--- config.mk ---
export PLATFORM = sky130hd
export DESIGN_NAME = cell_comm_link_stats
export DESIGN_NICKNAME = d
export VERILOG_FILES = /design/src/rtl/cell_comm_link_stats.sv
export SDC_FILE = /design/constraint.sdc
export NUM_CORES = 1
export LEC_CHECK = 0
export BUFFER_PORTS_ARGS = -buffer_cell sky130_fd_sc_hd__buf_2
export CORE_MARGIN = 4
export CORE_UTILIZATION = 40
export DETAILED_ROUTE_END_ITERATION = 8
export HOLD_SLACK_MARGIN = 0.03
export PLACE_DENSITY = 0.55
export SLEW_MARGIN = 25
export SYNTH_ARGS = -nofsm -noshare
export SYNTH_HDL_FRONTEND = slang
export SYNTH_SLANG_ARGS = --single-unit
--- constraint.sdc ---
create_clock -name auUserClk -period 7.65 [get_ports auUserClk]
set_input_delay 1.53 -clock auUserClk [delete_from_list [all_inputs] [get_ports auUserClk]]
set_output_delay 1.53 -clock auUserClk [all_outputs]
set_load 0.005 [all_outputs]
--- src/rtl/cell_comm_link_stats.sv ---
// -----------------------------------------------------------------------------
// cell_comm_link_stats
//
// Per-link Aurora receive statistics. Each link keeps four saturating counters:
//   0 = CRC faults, 1 = good frames, 2 = link drops, 3 = frame timeouts.
// Counters are read one at a time through a registered read port. An optional
// clear-on-read returns the pre-clear value.
//
// Optional feature: define CELL_COMM_LINK_STATS_WATCHDOG_EN to build the
// per-link idle watchdog that feeds the frame-timeout counter. Without it the
// timeout counter always reads 0.
//
// Parameters
//   NUM_LINKS   : number of monitored links (1..8)
//   CNT_WIDTH   : width of every statistics counter (8..32)
//   WDOG_CYCLES : idle clocks before a frame timeout (watchdog build only)
//
// Ports
//   auUserClk    : shared Aurora user clock
//   auUserResetN : asynchronous active-low reset (release synchronised inside)
//   rxTvalid     : per-link AXIS RX valid
//   rxTlast      : per-link AXIS RX last
//   rxCRCvalid   : per-link CRC result strobe
//   rxCRCpass    : per-link CRC pass flag
//   channelUp    : per-link Aurora channel-up status
//   rdLink       : link index for a read
//   rdCounter    : counter select for a read
//   rdStrobe     : read request
//   rdClear      : clear the selected counter after reading it
//   rdData       : read result, held until the next read
//   rdValid      : one-cycle pulse, rdData valid
//   linkUpMask   : channelUp delayed by one register
// -----------------------------------------------------------------------------
module cell_comm_link_stats #(
  parameter int NUM_LINKS   = 2,
  parameter int CNT_WIDTH   = 32,
  parameter int WDOG_CYCLES = 4096
) (
  input  logic                 auUserClk,
  input  logic                 auUserResetN,
  input  logic [NUM_LINKS-1:0] rxTvalid,
  input  logic [NUM_LINKS-1:0] rxTlast,
  input  logic [NUM_LINKS-1:0] rxCRCvalid,
  input  logic [NUM_LINKS-1:0] rxCRCpass,
  input  logic [NUM_LINKS-1:0] channelUp,
  input  logic [2:0]           rdLink,
  input  logic [1:0]           rdCounter,
  input  logic                 rdStrobe,
  input  logic                 rdClear,
  output logic [CNT_WIDTH-1:0] rdData,
  output logic                 rdValid,
  output logic [NUM_LINKS-1:0] linkUpMask
);

  localparam logic [3:0]           NUM_LINKS_W = 4'(NUM_LINKS);
  localparam logic [CNT_WIDTH-1:0] CNT_MAX     = {CNT_WIDTH{1'b1}};
  localparam logic [CNT_WIDTH-1:0] CNT_ZERO    = {CNT_WIDTH{1'b0}};

  // ---------------------------------------------------------------------------
  // Reset synchroniser: assertion is immediate, release is aligned to the clock.
  // Every other flop uses rst_n_int so the whole block leaves reset together.
  // ---------------------------------------------------------------------------
  logic [1:0] rst_sync_q;
  logic [1:0] rst_sync_d;
  logic       rst_n_int;

  // Shift ones into the synchroniser after reset release.
  always_comb begin
    rst_sync_d = {rst_sync_q[0], 1'b1};
  end

  // Synchroniser flops, cleared directly by the external reset.
  always_ff @(posedge auUserClk or negedge auUserResetN) begin
    if (!auUserResetN) begin
      rst_sync_q <= 2'b00;
    end else begin
      rst_sync_q <= rst_sync_d;
    end
  end

  assign rst_n_int = rst_sync_q[1];

  // ---------------------------------------------------------------------------
  // Frame-timeout events
  // ---------------------------------------------------------------------------
  logic [NUM_LINKS-1:0] wdog_evt;

`ifdef CELL_COMM_LINK_STATS_WATCHDOG_EN
  localparam int                IDLE_W    = (WDOG_CYCLES > 2) ? $clog2(WDOG_CYCLES) : 1;
  localparam logic [IDLE_W-1:0] IDLE_LAST = IDLE_W'(WDOG_CYCLES - 1);

  logic [IDLE_W-1:0] idle_q [NUM_LINKS];
  logic [IDLE_W-1:0] idle_d [NUM_LINKS];

  // Idle counter per link; a completed frame or a down link restarts it and
  // takes priority over the timeout.
  always_comb begin
    for (int l = 0; l < NUM_LINKS; l++) begin
      idle_d[l]   = idle_q[l];
      wdog_evt[l] = 1'b0;
      if (!channelUp[l] || (rxTvalid[l] && rxTlast[l])) begin
        idle_d[l] = {IDLE_W{1'b0}};
      end else if (idle_q[l] == IDLE_LAST) begin
        idle_d[l]   = {IDLE_W{1'b0}};
        wdog_evt[l] = 1'b1;
      end else begin
        idle_d[l] = idle_q[l] + IDLE_W'(1);
      end
    end
  end

  // Idle counter flops.
  always_ff @(posedge auUserClk or negedge rst_n_int) begin
    if (!rst_n_int) begin
      for (int l = 0; l < NUM_LINKS; l++) begin
        idle_q[l] <= {IDLE_W{1'b0}};
      end
    end else begin
      for (int l = 0; l < NUM_LINKS; l++) begin
        idle_q[l] <= idle_d[l];
      end
    end
  end
`else
  // Frame framing inputs only matter to the watchdog.
  logic unused_wdog_inputs;
  assign unused_wdog_inputs = ^{rxTvalid, rxTlast, 32'(WDOG_CYCLES)};
  assign wdog_evt = {NUM_LINKS{1'b0}};
`endif

  // ---------------------------------------------------------------------------
  // Statistics counters
  // ---------------------------------------------------------------------------
  logic [CNT_WIDTH-1:0] cnt_q [NUM_LINKS][4];
  logic [CNT_WIDTH-1:0] cnt_d [NUM_LINKS][4];
  logic [3:0]           cnt_evt [NUM_LINKS];
  logic [NUM_LINKS-1:0] link_up_mask_q;
  logic                 rd_in_range;
  logic                 rd_clr_hit;

  assign rd_in_range = ({1'b0, rdLink} < NUM_LINKS_W);
  assign rd_clr_hit  = rdStrobe && rdClear && rd_in_range;

  // Per-counter increment events; drops compare against the registered mask
  // so a link that is already up when reset releases never counts as a drop.
  always_comb begin
    for (int l = 0; l < NUM_LINKS; l++) begin
      cnt_evt[l][0] = rxCRCvalid[l] && !rxCRCpass[l];
      cnt_evt[l][1] = rxCRCvalid[l] &&  rxCRCpass[l];
      cnt_evt[l][2] = link_up_mask_q[l] && !channelUp[l];
      cnt_evt[l][3] = wdog_evt[l];
    end
  end

  // Counter next state: clear-on-read wins, but a coincident event survives
  // the clear as a count of 1; otherwise increment with saturation.
  always_comb begin
    for (int l = 0; l < NUM_LINKS; l++) begin
      for (int c = 0; c < 4; c++) begin
        if (rd_clr_hit && (rdLink == 3'(l)) && (rdCounter == 2'(c))) begin
          cnt_d[l][c] = CNT_WIDTH'(cnt_evt[l][c]);
        end else if (cnt_evt[l][c] && (cnt_q[l][c] != CNT_MAX)) begin
          cnt_d[l][c] = cnt_q[l][c] + CNT_WIDTH'(1);
        end else begin
          cnt_d[l][c] = cnt_q[l][c];
        end
      end
    end
  end

  // Counter and link-mask flops.
  always_ff @(posedge auUserClk or negedge rst_n_int) begin
    if (!rst_n_int) begin
      for (int l = 0; l < NUM_LINKS; l++) begin
        for (int c = 0; c < 4; c++) begin
          cnt_q[l][c] <= CNT_ZERO;
        end
      end
      link_up_mask_q <= {NUM_LINKS{1'b0}};
    end else begin
      for (int l = 0; l < NUM_LINKS; l++) begin
        for (int c = 0; c < 4; c++) begin
          cnt_q[l][c] <= cnt_d[l][c];
        end
      end
      link_up_mask_q <= channelUp;
    end
  end

  // ---------------------------------------------------------------------------
  // Read port: value captured is the pre-update counter value.
  // ---------------------------------------------------------------------------
  logic [CNT_WIDTH-1:0] rd_sel;
  logic [CNT_WIDTH-1:0] rd_data_q;
  logic [CNT_WIDTH-1:0] rd_data_d;
  logic                 rd_valid_q;
  logic                 rd_valid_d;

  // Select the addressed counter; an out-of-range link matches nothing.
  always_comb begin
    rd_sel = CNT_ZERO;
    for (int l = 0; l < NUM_LINKS; l++) begin
      if (rdLink == 3'(l)) begin
        rd_sel = cnt_q[l][rdCounter];
      end else begin
        rd_sel = rd_sel;
      end
    end
  end

  // Capture on strobe, otherwise hold the last result.
  always_comb begin
    rd_valid_d = rdStrobe;
    if (rdStrobe) begin
      rd_data_d = rd_in_range ? rd_sel : CNT_ZERO;
    end else begin
      rd_data_d = rd_data_q;
    end
  end

  // Read result flops.
  always_ff @(posedge auUserClk or negedge rst_n_int) begin
    if (!rst_n_int) begin
      rd_data_q  <= CNT_ZERO;
      rd_valid_q <= 1'b0;
    end else begin
      rd_data_q  <= rd_data_d;
      rd_valid_q <= rd_valid_d;
    end
  end

  assign rdData     = rd_data_q;
  assign rdValid    = rd_valid_q;
  assign linkUpMask = link_up_mask_q;

endmodule
Word level (Yosys, flattened, before mapping). Cells that the tools add are included.

Register bits after elaboration: 229. Logic and storage cells: 83.

$add $sub $neg: 6. Magnitude comparators: 2. Eq/ne operators: 9. Muxes and demuxes: 21. Bitwise logic cells: 1. Reduce and logical (&&, ||, !) cells: 34.

Operator list (count): $mux W32 (19); $add A32 B1 Y32 const B (6); $ne A32 B32 Y1 const B (6); $bmux W32 S2 (2); $logic_and A1 B1 Y1 (22); $reduce_bool A2 Y1 (6); $logic_not A1 Y1 (4); $eq A3 B1 Y1 const B (1); $ge A3 B3 Y1 const B (1); $logic_not A3 Y1 (1); $lt A3 B2 Y1 const B (1); $not A2 Y3 (1); $eq A2 B1 Y1 const B (1); $eq A2 B2 Y1 const B (1); $logic_not A2 Y1 (1).

Longest topological paths before layout. Gate-level depths: netlist of run 1.

Depth in word-level cells: 7. Depth in mapped cells: 9.

Worst setup path before layout of run 1. OpenSTA, ideal clock, no wires.

Path kind: input port to flip-flop. Start: input rdLink[2]. End: register cnt_q[232] in the netlist's numbering. Setup time: 132 ps. Data arrival time: 3286 ps. Required time: 7518 ps. Setup slack: 4232 ps. Cell stages on the path: 7. Buffers on the path: 4. Cell sequence: or3b_2 > clkbuf_1 > clkbuf_1 > nor4_1 > clkbuf_1 > clkbuf_1 > nor2_1.

Longest elaborated chain between the ends: 5.

Ends and longest elaborated chain: start, declared (RTL line 46) `input logic [2:0] rdLink,`; $lt A3 B2 Y1 (RTL line 141) `assign rd_in_range = ({1'b0, rdLink} < NUM_LINKS_W);`; $logic_and A1 B1 Y1 (RTL line 142) `assign rd_clr_hit = rdStrobe && rdClear && rd_in_range;`; $logic_and A1 B1 Y1 (*); $logic_and A1 B1 Y1 (*) (RTL line 160) `if (rd_clr_hit && (rdLink == 3'(l)) && (rdCounter == 2'(c))) begin`; $mux W32 or $reduce_bool A2 Y1 (tied branches); end signal, assigned by index (RTL line 183) `cnt_q[l][c] <= cnt_d[l][c];`; end, declared (RTL line 134) `logic [CNT_WIDTH-1:0] cnt_q [NUM_LINKS][4];`.

Mark *: on every way between the ends. The rest lies on a longest branch, timed or not. A chain may end at the register's enable or synchronous reset.

Final worst setup path of run 1.
Start: input rdCounter[1]. End: register rd_data_q[2], in the netlist rdData[2].

Longest elaborated chain between the ends: 7.

Ends and longest elaborated chain: start, declared (RTL line 47) `input logic [1:0] rdCounter,`; $not A2 Y3 (implied by the code) (*) (RTL line 204) `rd_sel = cnt_q[l][rdCounter];`; $bmux W32 S2 (RTL line 204); $mux W32 (implied by the code) (2 in a row) (RTL line 204); $mux W32 (RTL line 203) `if (rdLink == 3'(l)) begin`; $mux W32 (*) (RTL line 203); $mux W32 (*) (RTL line 215) `rd_data_d = rd_in_range ? rd_sel : CNT_ZERO;`; end signal, assigned (RTL line 227) `rd_data_q <= rd_data_d;`; end, declared (RTL line 194) `logic [CNT_WIDTH-1:0] rd_data_q;`.

Mark *: on every way between the ends. The rest lies on a longest branch, timed or not. The select of a mux whose other input is x is not followed.

==> key figures, run 1 <==
Placed design
  • RD Place Congestion: ~0.85
  • Post-Place Cell Area: roughly 14,000 sq um
  • I/O Buffers: slightly below 50
  • DPL Wire Length: between 20,000 and 30,000 um

Setup path
  • Crit start category: primary input
  • Critical path type: in2reg
  • Req. time, crit path: 8.12 ns
  • Critical Path Source: rdCounter[1]
  • Crit Path Max Fanout: 71
  • Worst r2r src: cnt_q[96]
  • CP arrival: about 4 ns
  • Crit end category: register

Route
  • Routed via count: roughly 13,000
  • Total Wirelength: 42,570 um
  • Drt wl/cell: about 21 um
  • Final ANT Viol Nets: 0
  • # DRC: 0
  • DR pass1 iterations: 5
  • Vias per cell: approximately 6.2
  • Iteration-0 DRC Markers: between 1,000 and 1,500

Power
  • Clk pwr share: between 40% and 50%
  • Psw: ~850 uW
  • Int Power: ~2.2 mW
  • Final Power: 3.027 mW
  • Net Sw Frac: about 28%
  • Power Density: around 200 nW/um^2
  • Reg power frac: a little under half
  • Combinational share of power: around a tenth
  • Peak supply drop: approximately 0.15 mV
  • Lkg Pwr: 5.968 nW

STA
  • Fin crit period: approximately 3.6 ns
  • Final slew viol count: 0
  • Final Hold Fails: 0
  • Final Setup Violations: 0
  • Min Hold Slack: about 0.27 ns
  • Max frequency: 280.6 MHz
  • Tcrit/Tclk final: between 40% and 50%
  • RSZ-0062 raised after global routing: no
  • Worst slew margin: between 30% and 40%
  • Clock Skew: 0.02061 ns
  • Worst Tran Pin Value: just over 0.9 ns
  • Setup TNS: 0 ns

Die
  • Core Region: between 30,000 and 40,000 sq um
  • Die height: around 190 um
  • Die width: a little under 200 um
  • Io pins: 54
  • Initial Util: 40.56%
  • Die footprint: roughly 37,000 sq um
  • Row cnt: 67

Cells and area
  • Reg area: around 5700 sq um
  • Area occupied by multi-input gates: roughly 7500 sq um
  • Share of layout cells above drive strength 1: under 10%
  • Nets: between 1,500 and 2,000
  • Layout Utilization: between 40% and 50%
  • Antenna Cells: 0
  • Final Cell Area: approximately 15,000 sq um
  • Fillers: roughly 3,300
  • Synthesis-to-finish area growth: 11.45%

CTS
  • CTS Buf Count: 29
  • CTS clk-pin slew, worst paths: approximately 0.060 ns
  • # H-tree levels: 1
  • Worst-skew pair later-pin latency: roughly 0.56 ns
  • Max Root-Sink Buffers: 3
  • Clk sinks: between 200 and 250
  • Hold_buf cts: 0
  • Resized cells post-CTS: 0
  • Root Buffer Master: clkbuf_16
  • # Post-CTS Setup Buffers: 0
  • CTS tree: yes

Logic synthesis
  • Post-synthesis cell count: 1,559
  • Synthesized area: about 14,000 sq um
  • Post-synth EDFFs: 0
  • Main synth FF type: dfrtp_1
  • Syn_area_per_cell: ~8.7 sq um
  • YS warnings: 0
  • Share of the synthesized area in the top cell type: between 40 and 50%
  • Register area share after synthesis: a little over two fifths
  • Asr flop ratio synth: between 90% and 100%
  • #FFs+latches synth: about 230
  • Synth area leader: dfrtp_1
  • Synth Net Count: between 1,500 and 2,000
  • Post-synth top cells: 229 x dfrtp_1, 191 x nand2_1, 131 x o21ai_0
  • Most frequent cell after synthesis: dfrtp_1
  • Synth area leaders: dfrtp_1 42%, mux2i_1 5.5%, nand2_1 5.3%
  • Yosys cell types: 64

GRT
  • Largest net degree at the start of global routing: between 70 and 80
  • Vias in the first global route: roughly 12,000
  • Global route overflow: 0
  • First-pass GRT wire length: 67,090 um
  • Initial antenna violation count: 0
  • Total GRT Usage: 22.68%

Run
  • Max_cap viols: 0

Run status
  • Outcome: complete, no violations

Worst hold path
  • Hold Path Class: reg2async
[cells in the final DEF (no fill, tap or decap), drive strengths merged, types with 23 or more instances in the layout]
master | netlist | final
nor2 | 71 | 71
or4 | 67 | 67
nor4 | 26 | 26
buf | 16 | 67
a21oi | 115 | 115
dfrtp | 229 | 229
or3 | 74 | 74
mux2i | 75 | 75
o2bb2ai | 31 | 31
o21ai | 131 | 131
nand3 | 69 | 69
nand2 | 191 | 191
clkbuf | 77 | 38
xnor2 | 23 | 23
nand4 | 62 | 62
o211ai | 54 | 54
and3 | 29 | 29
o31ai | 42 | 42
[power by group through the flow]
stage | logic [mW] | registers [mW] | clock network (mW)
after floorplan | 0.194 | 1.41 | 0
after global placement | 0.291 | 1.43 | 0
after detailed placement | 0.298 | 1.43 | 0
after CTS | 0.301 | 1.41 | 1.34
after global routing | 0.340 | 1.43 | 1.39
final | 0.299 | 1.41 | 1.31
[worst max-delay path, cell delays in order]
cell       delay [ns]
buf_2            0.07
buf_4            0.58
nor2b_4          0.56
buf_4            0.50
nand2_1          0.25
o211ai_1         0.15
o21ai_0          0.15
o2bb2ai_1        0.17
[through the flow]
| stage | worst slack (ns) | cells |
|---|---|---|
| after floorplan | 0.7958 | 1559 |
| after global placement | 3.602 | 1980 |
| after detailed placement | 3.578 | 1981 |
| after CTS | 4.162 | 2029 |
| after global routing | 3.933 | 2029 |
| final | 4.087 | 2029 |
[routing by layer]
metal	routed length [um]	share of wire [%]	vias up	global-route usage, %
li1	-	-	5939	-
met1	20140	47	6183	33.86
met2	18880	44	371	34.06
met3	2297	5.4	69	3.274
met4	1254	2.9	0	6.884
met5	0	0	-	0
[area by class of cell]
type | count | share of cell area, %
multi-input cells | 1217 | 49.37
repair buffers | 67 | 2.658
flip-flops and latches | 229 | 37.84
inverters | 20 | 0.4953
well taps | 448 | 3.699
clock buffers | 38 | 5.407
clock inverters | 10 | 0.5366
[kinds of logic after synthesis]
logic type               synth area share (%)
AND/OR/NAND/NOR                         27.08
AO/OA/AOI/OAI                           19.23
flip-flops                              42.14
buffers and inverters                   3.183
multiplexers                            5.603
XOR/XNOR                                2.190
adder cells (fa/ha/maj)                0.5520
other                                 0.02757
[flip-flops by register name, indices dropped and copies added, names as in the netlist]
signal / cells
rdValid: 1
linkUpMask: 2
rst_sync_q: 2
cnt_q: 192
rdData: 32
[final timing paths]
check                      depth (start not counted)  slack (ns)       endpoint
max                                                8        4.09      rdData[2]
min                                                0        0.27     cnt_q[224]
max reg2reg                                        6        4.73      cnt_q[96]
min reg2reg                                        0        0.27     cnt_q[224]
max in group asynchronous                          2        5.43     cnt_q[189]
min in group auUserClk                             0        0.35  rst_sync_q[1]
No activity file was read; power rests on OpenSTA's default activity.
==> run 2: changes to the inputs <==
Settings changed: PLACE_DENSITY 0.55 to 0.57.
Clock period 7.65 ns to 2.86 ns, I/O delays scaled along.
==> run 2 against run 1 <==
  * Clock-buffer cell count decreased by 2
  * Worst hold slack got worse by 0.15 ns
  * Via count increased by 0.25%
  * Critical path type is now reg2reg
  * First-iteration DRC count decreased by 24%
  * Largest cell class unchanged
  * Highest routed layer unchanged
==> key figures, run 2 (synthesis results as in run 1) <==
Cells and area
  • Nets: roughly 1,600
  • Share of layout cells above drive strength 1: a little under an eighth
  • Most frequent cells in the layout: 228 x dfrtp_1, 191 x nand2_1, 131 x o21ai_0
  • Commonest non-fill, non-tap cell in the layout: dfrtp_1
  • Antenna Cells: 0
  • Synthesis-to-finish area growth: 15.52%
  • Largest register FFs: ~190
  • Largest Register: cnt_q
  • Non-Filler Instances: between 2,000 and 2,500
  • Fillers: 3,250

GRT
  • Total GRT Usage: a little under a quarter
  • First-pass GRT wire length: around 67,000 um
  • Initial antenna violation count: 0
  • Largest net degree at the start of global routing: 65
  • Global route overflow: 0
  • Vias in the first global route: 11,687

Power
  • Clk pwr share: 47.8%
  • Combinational share of power: 9.5%
  • Peak supply drop: around 0.53 mV
  • Reg power frac: between 40% and 50%
  • Net Sw Frac: 26.43%
  • Lkg Pwr: about 6.3 nW
  • Int Power: around 6.5 mW
  • Power Density: approximately 560 nW/um^2
  • Psw: 2.337 mW

CTS
  • Clk sinks: roughly 230
  • Root Buffer Master: clkbuf_16
  • CTS clk-pin slew, worst paths: roughly 0.06 ns
  • # H-tree levels: 1
  • CTS tree: yes
  • Worst-skew pair later-pin latency: roughly 0.56 ns
  • # Post-CTS Setup Buffers: 0
  • CTS Buf Count: 29
  • Max Root-Sink Buffers: 3

STA
  • RSZ-0062 raised after global routing: no
  • Tcrit/Tclk final: 89.95%
  • Min setup slack post-route: 0.2876 ns
  • Clock Skew: 0.02458 ns
  • Min Hold Slack: 0.1250 ns
  • Final Hold Fails: 0
  • Setup TNS: 0 ns
  • Fin crit period: roughly 2.6 ns
  • Final Setup Violations: 0
  • Worst slew margin: approximately 43%
  • Max frequency: 388.7 MHz
  • Final slew viol count: 0
  • Worst Tran Pin Value: 0.8524 ns

Die
  • Die footprint: around 37,000 sq um
  • Die width: around 190 um
  • Row cnt: 67
  • Initial Util: slightly above 40%
  • Core Region: roughly 34,000 sq um
  • Die height: 192.4 um
  • Io pins: 54

Setup path
  • Max stage delay on crit path: 0.74 ns
  • Crit Path Max Fanout: 9
  • Crit end category: register
  • CP Buf/Inv Count: 0
  • Crit-path slowest cell: or4_1
  • Cell-by-cell trace of the critical path: nand4_2 -> or4_1 -> or4_4 -> or4_1 -> a21oi_1
  • Critical path type: reg2reg
  • CP top delay family: simple AND/OR/NAND/NOR gates
  • Crit start category: register
  • Req. time, crit path: ~3.3 ns
  • CP arrival: approximately 3.0 ns
  • Critical Path Most Common Cell: or4_1

Run
  • Max_cap viols: 0

Placed design
  • Pre-CTS WS: roughly 0.22 ns
  • Placed cells: 2,011
  • I/O Buffers: 49
  • RD Place Congestion: 0.8957
  • DPL Wire Length: ~31,000 um

Route
  • Drt wl/cell: approximately 21 um
  • Final ANT Viol Nets: 0
  • # DRC: 0
  • Total Wirelength: about 42,000 um
  • Iteration-0 DRC Markers: between 800 and 900
  • Routed via count: ~13,000
  • DR pass1 iterations: 7
  • Vias per cell: between 6 and 7

Run status
  • Outcome: complete, no violations

Worst hold path
  • Hold Path Class: in2reg
-- run 2: path summary, 6_finish.rpt --
kind	to	slack [ns]	start	depth (start not counted)
min	linkUpMask[0]	0.12	channelUp[0]	1
max	cnt_q[127]	0.29	cnt_q[104]	5
min reg2reg	rst_sync_q[1]	0.35	rst_sync_q[0]	0
min in group asynchronous	rst_sync_q[1]	0.33	auUserResetN	2
max reg2reg	cnt_q[127]	0.29	cnt_q[104]	5
max in group asynchronous	cnt_q[56]	1.66	rst_sync_q[1]	1
-- run 2: through the flow --
| step | utilization (%) | cell area [sq um] | total power [mW] |
|---|---|---|---|
| final | 46.85 | 15710 | 8.843 |
| after CTS | 46.85 | 15710 | 8.931 |
| after detailed placement | 43.53 | 14600 | 4.669 |
| after floorplan | - | 13600 | 4.286 |
| after global routing | 46.85 | 15710 | 9.224 |
| after global placement | 43.53 | 14600 | 4.648 |
-- run 2: power groups by stage --
stage               logic [mW]  clock network, mW  registers [mW]
floorplan                0.519                  0            3.77
finish                   0.842               4.23            3.77
global route             0.949               4.45            3.82
CTS                      0.845               4.32            3.77
global placement         0.826                  0            3.82
detailed placement       0.841                  0            3.83
-- run 2: final cells by class --
class	instances	area, sq um	area share, %
multi-input cells	1217	7481	47.62
clock buffers	36	812.0	5.169
repair buffers	98	755.7	4.810
inverters	20	75.07	0.4779
flip-flops and latches	229	5734	36.50
clock inverters	17	291.5	1.856
well taps	448	560.5	3.568
-- run 2: routing by layer --
metal / routed length [um] / up-vias / GRT usage [%]
met5: 0 / - / 0
met4: 1229 / 0 / 6.500
met3: 2131 / 67 / 2.840
met2: 19080 / 307 / 35.02
met1: 19950 / 6232 / 33.21
li1: - / 5988 / -
-- run 2: timing repair --
action	in CTS	in global routing
hold buffers	1	0
resized for setup	0	0
endpoints found under the hold margin	2	0
setup endpoints to repair	0	0
==> run 3: changes to the inputs <==
Settings changed: ABC_AREA set to 1, PLACE_DENSITY 0.57 to 0.67.
==> run 3 against run 2 <==
  * Combinational power up 54%
  * Clock power shrank 5.7%
  * Maximum frequency increased by 5.4%
  * Largest cell class unchanged
  * Highest routed layer unchanged
  * Critical path depth is 6 higher
  * Sequential power is 5% higher
  * Register-to-register slack better by 0.13 ns
  * Sequential share of layout area shrank 3.8 points
  * Clock-buffer cell count did not move
  * Utilization shrank 1.5 points
==> key figures, run 3 <==
Cells and area
  • Share of layout cells above drive strength 1: slightly below 8%
  • Most frequent cells in the layout: 936 x nand2_1, 340 x nor2_1, 228 x dfrtp_1
  • Reg area: between 5000 and 6000 sq um
  • Largest Register: cnt_q
  • Fillers: between 4,000 and 5,000
  • Largest register FFs: ~190
  • Nets: between 2,000 and 3,000
  • Commonest non-fill, non-tap cell in the layout: nand2_1
  • Area occupied by multi-input gates: between 8000 and 9000 sq um
  • Synthesis-to-finish area growth: 12.28%

Logic synthesis
  • Main synth FF type: dfrtp_1
  • Synthesized area: 15,610 sq um
  • Post-synthesis cell count: approximately 2,400
  • Asr flop ratio synth: between 90% and 100%
  • #FFs+latches synth: about 230
  • Register area share after synthesis: between 30% and 40%
  • Synth Net Count: 2,453
  • Post-synth top cells: 936 x nand2_1, 340 x nor2_1, 229 x dfrtp_1
  • Synth area leaders: dfrtp_1 37%, nand2_1 23%, nor2_1 8.2%
  • YS warnings: 0
  • Share of the synthesized area in the top cell type: between 30% and 40%
  • Most frequent cell after synthesis: nand2_1
  • Post-synth EDFFs: 0
  • Synth area leader: dfrtp_1
  • Syn_area_per_cell: approximately 6.4 sq um
  • Yosys cell types: 40

STA
  • Worst slew margin: about a third
  • Max frequency: 409.8 MHz
  • Final slew viol count: 0
  • Final Hold Fails: 0
  • Fin crit period: roughly 2.4 ns
  • RSZ-0062 raised after global routing: no
  • Clock Skew: between 0.015 and 0.02 ns
  • Tcrit/Tclk final: between 80% and 90%
  • Setup TNS: 0 ns
  • Final Setup Violations: 0
  • Worst Tran Pin Value: 0.9705 ns

Worst hold path
  • Hold_sp: channelUp[0]
  • Hold Path Class: in2reg
  • Hold EP: linkUpMask[0]
  • Hold path depth: 1

GRT
  • Largest net degree at the start of global routing: 62
  • Global route overflow: 0
  • Vias in the first global route: ~15,000
  • Initial antenna violation count: 1
  • Total GRT Usage: about a quarter
  • First-pass GRT wire length: between 80,000 and 90,000 um

Power
  • Power Density: between 500 and 600 nW/um^2
  • Final Power: approximately 9.3 mW
  • Lkg Pwr: around 8 nW
  • Peak supply drop: around 0.42 mV

Setup path
  • Crit Path Max Fanout: 24
  • Reg2reg setup slack: 0.42 ns
  • R2R Path End: cnt_q[55]
  • Crit end category: register
  • Critical path type: reg2reg
  • R2R cell count: 11
  • Max stage delay on crit path: between 0.4 and 0.5 ns
  • Crit start category: register
  • Worst r2r src: cnt_q[32]
  • Critical Path Most Common Cell: nand2_1
  • Req. time, crit path: 3.38 ns
  • Cell-by-cell trace of the critical path: ha_1 -> nand2_1 -> nor2_2 -> nand2_2 -> nor2_4 -> nand2_1 -> nand2_1 -> nand2_1 -> inv_2 -> nand2_1 -> nand2_1
  • Crit-path slowest cell: inv_2
  • CP arrival: 2.96 ns

Die
  • Core Region: 38,650 sq um
  • Io pins: between 50 and 60
  • Die footprint: 42,250 sq um
  • Die width: 205.5 um
  • Row cnt: 72
  • Initial Util: approximately two fifths
  • Die height: 205.5 um

CTS
  • Clk sinks: roughly 230
  • Worst-skew pair later-pin latency: approximately 0.58 ns
  • # H-tree levels: 1
  • Root Buffer Master: clkbuf_16
  • Max Root-Sink Buffers: 3
  • CTS Buf Count: 29
  • CTS tree: yes
  • CTS clk-pin slew, worst paths: ~0.06 ns
  • Resized cells post-CTS: 0

Run
  • Max_cap viols: 0

Placed design
  • RD Place Congestion: ~0.95
  • I/O Buffers: 49
  • DPL Wire Length: slightly above 40,000 um

Route
  • Routed via count: ~16,000
  • Total Wirelength: 53,620 um
  • Final ANT Viol Nets: 0
  • Vias per cell: roughly 5.4
  • DR pass1 iterations: 6
  • Drt wl/cell: around 18 um
  • Iteration-0 DRC Markers: 1,504
  • # DRC: 0

Run status
  • Outcome: complete, no violations
[run 3: cell count changes after synthesis, sizes merged, moves of 31 or more]
cell     change
nor2       +288
nand2      +763
mux2i       -75
xor2        +43
o211ai      -46
o2bb2ai     -31
or4         -67
clkbuf      -39
o31ai       -42
or3         -74
a21oi       -55
inv        +191
nand3      +129
[run 3: where the power goes]
group          leakage (nW)  internal, mW  switching [mW]
Sequential             3.08          3.53           0.435
Combinational          4.58         0.452           0.847
Clock                 0.487          2.45            1.54
Total                  8.16          6.44            2.82
[run 3: cells by family (layout without fill, tap and decap cells)]
logic type	after synthesis	after routing	share of synthesized area [%]
XOR/XNOR	67	67	3.760
AO/OA/AOI/OAI	252	252	9.347
other	1	2	0.02403
adder cells (fa/ha/maj)	6	6	0.4809
AND/OR/NAND/NOR	1589	1589	42.15
flip-flops	229	229	36.71
buffers and inverters	284	353	7.527
[run 3: final cells by class]
type | count | share of cell area, %
Antenna cell | 1 | 0.01428
Clock buffer | 36 | 4.405
Clock inverter | 17 | 1.435
Inverter | 214 | 4.626
Multi-Input combinational cell | 1915 | 49.75
Sequential cell | 229 | 32.72
Tap cell | 518 | 3.698
Timing Repair Buffer | 86 | 3.355
[run 3: worst max path at each step]
stage                             start         end  slack, ns  depth (start not counted)
after floorplan           rst_sync_q[1]  cnt_q[100]       0.55                          0
after global placement     rdCounter[1]  cnt_q[236]       0.37                          8
after detailed placement   rdCounter[1]  cnt_q[244]       0.32                          8
after CTS                     cnt_q[32]   cnt_q[57]       0.41                         11
after global routing          cnt_q[32]   cnt_q[52]       0.13                         11
final                         cnt_q[32]   cnt_q[55]       0.42                         11
[run 3: critical path, delay by kind of cell, from the launching register on]
family / cells / cell delay (ns)
adder cells (fa/ha/maj): 1 / 0.20
flip-flops: 1 / 0.39
buffers and inverters: 1 / 0.43
AND/OR/NAND/NOR: 9 / 1.33
[run 3: per-stage QoR]
step                instance area, sq um  cells  worst slack [ns]  hold WS (ns)  util, %
floorplan                          15610   2428            0.5450        0.2764        -
global placement                   16480   2961            0.3671        0.2832    42.64
detailed placement                 16490   2961            0.3247        0.2830    42.67
CTS                                17520   3015            0.4120       0.09576    45.34
global route                       17530   3016            0.1346        0.1047    45.35
finish                             17530   3016            0.4199        0.1152    45.35
[run 3: metal layers]
metal  vias up  track usage (%)  share of wire, %
li1       7878                -                 -
met1      7549            34.31                42
met2       646            42.03                47
met3       140            2.790               6.4
met4         0            10.45               4.6
met5         -                0                 0
[run 3: what timing repair did]
item / in CTS / in global routing
endpoints found under the setup margin: 0 / 0
setup buffers: 0 / 0
hold buffers: 1 / 0
endpoints found under the hold margin: 2 / 0
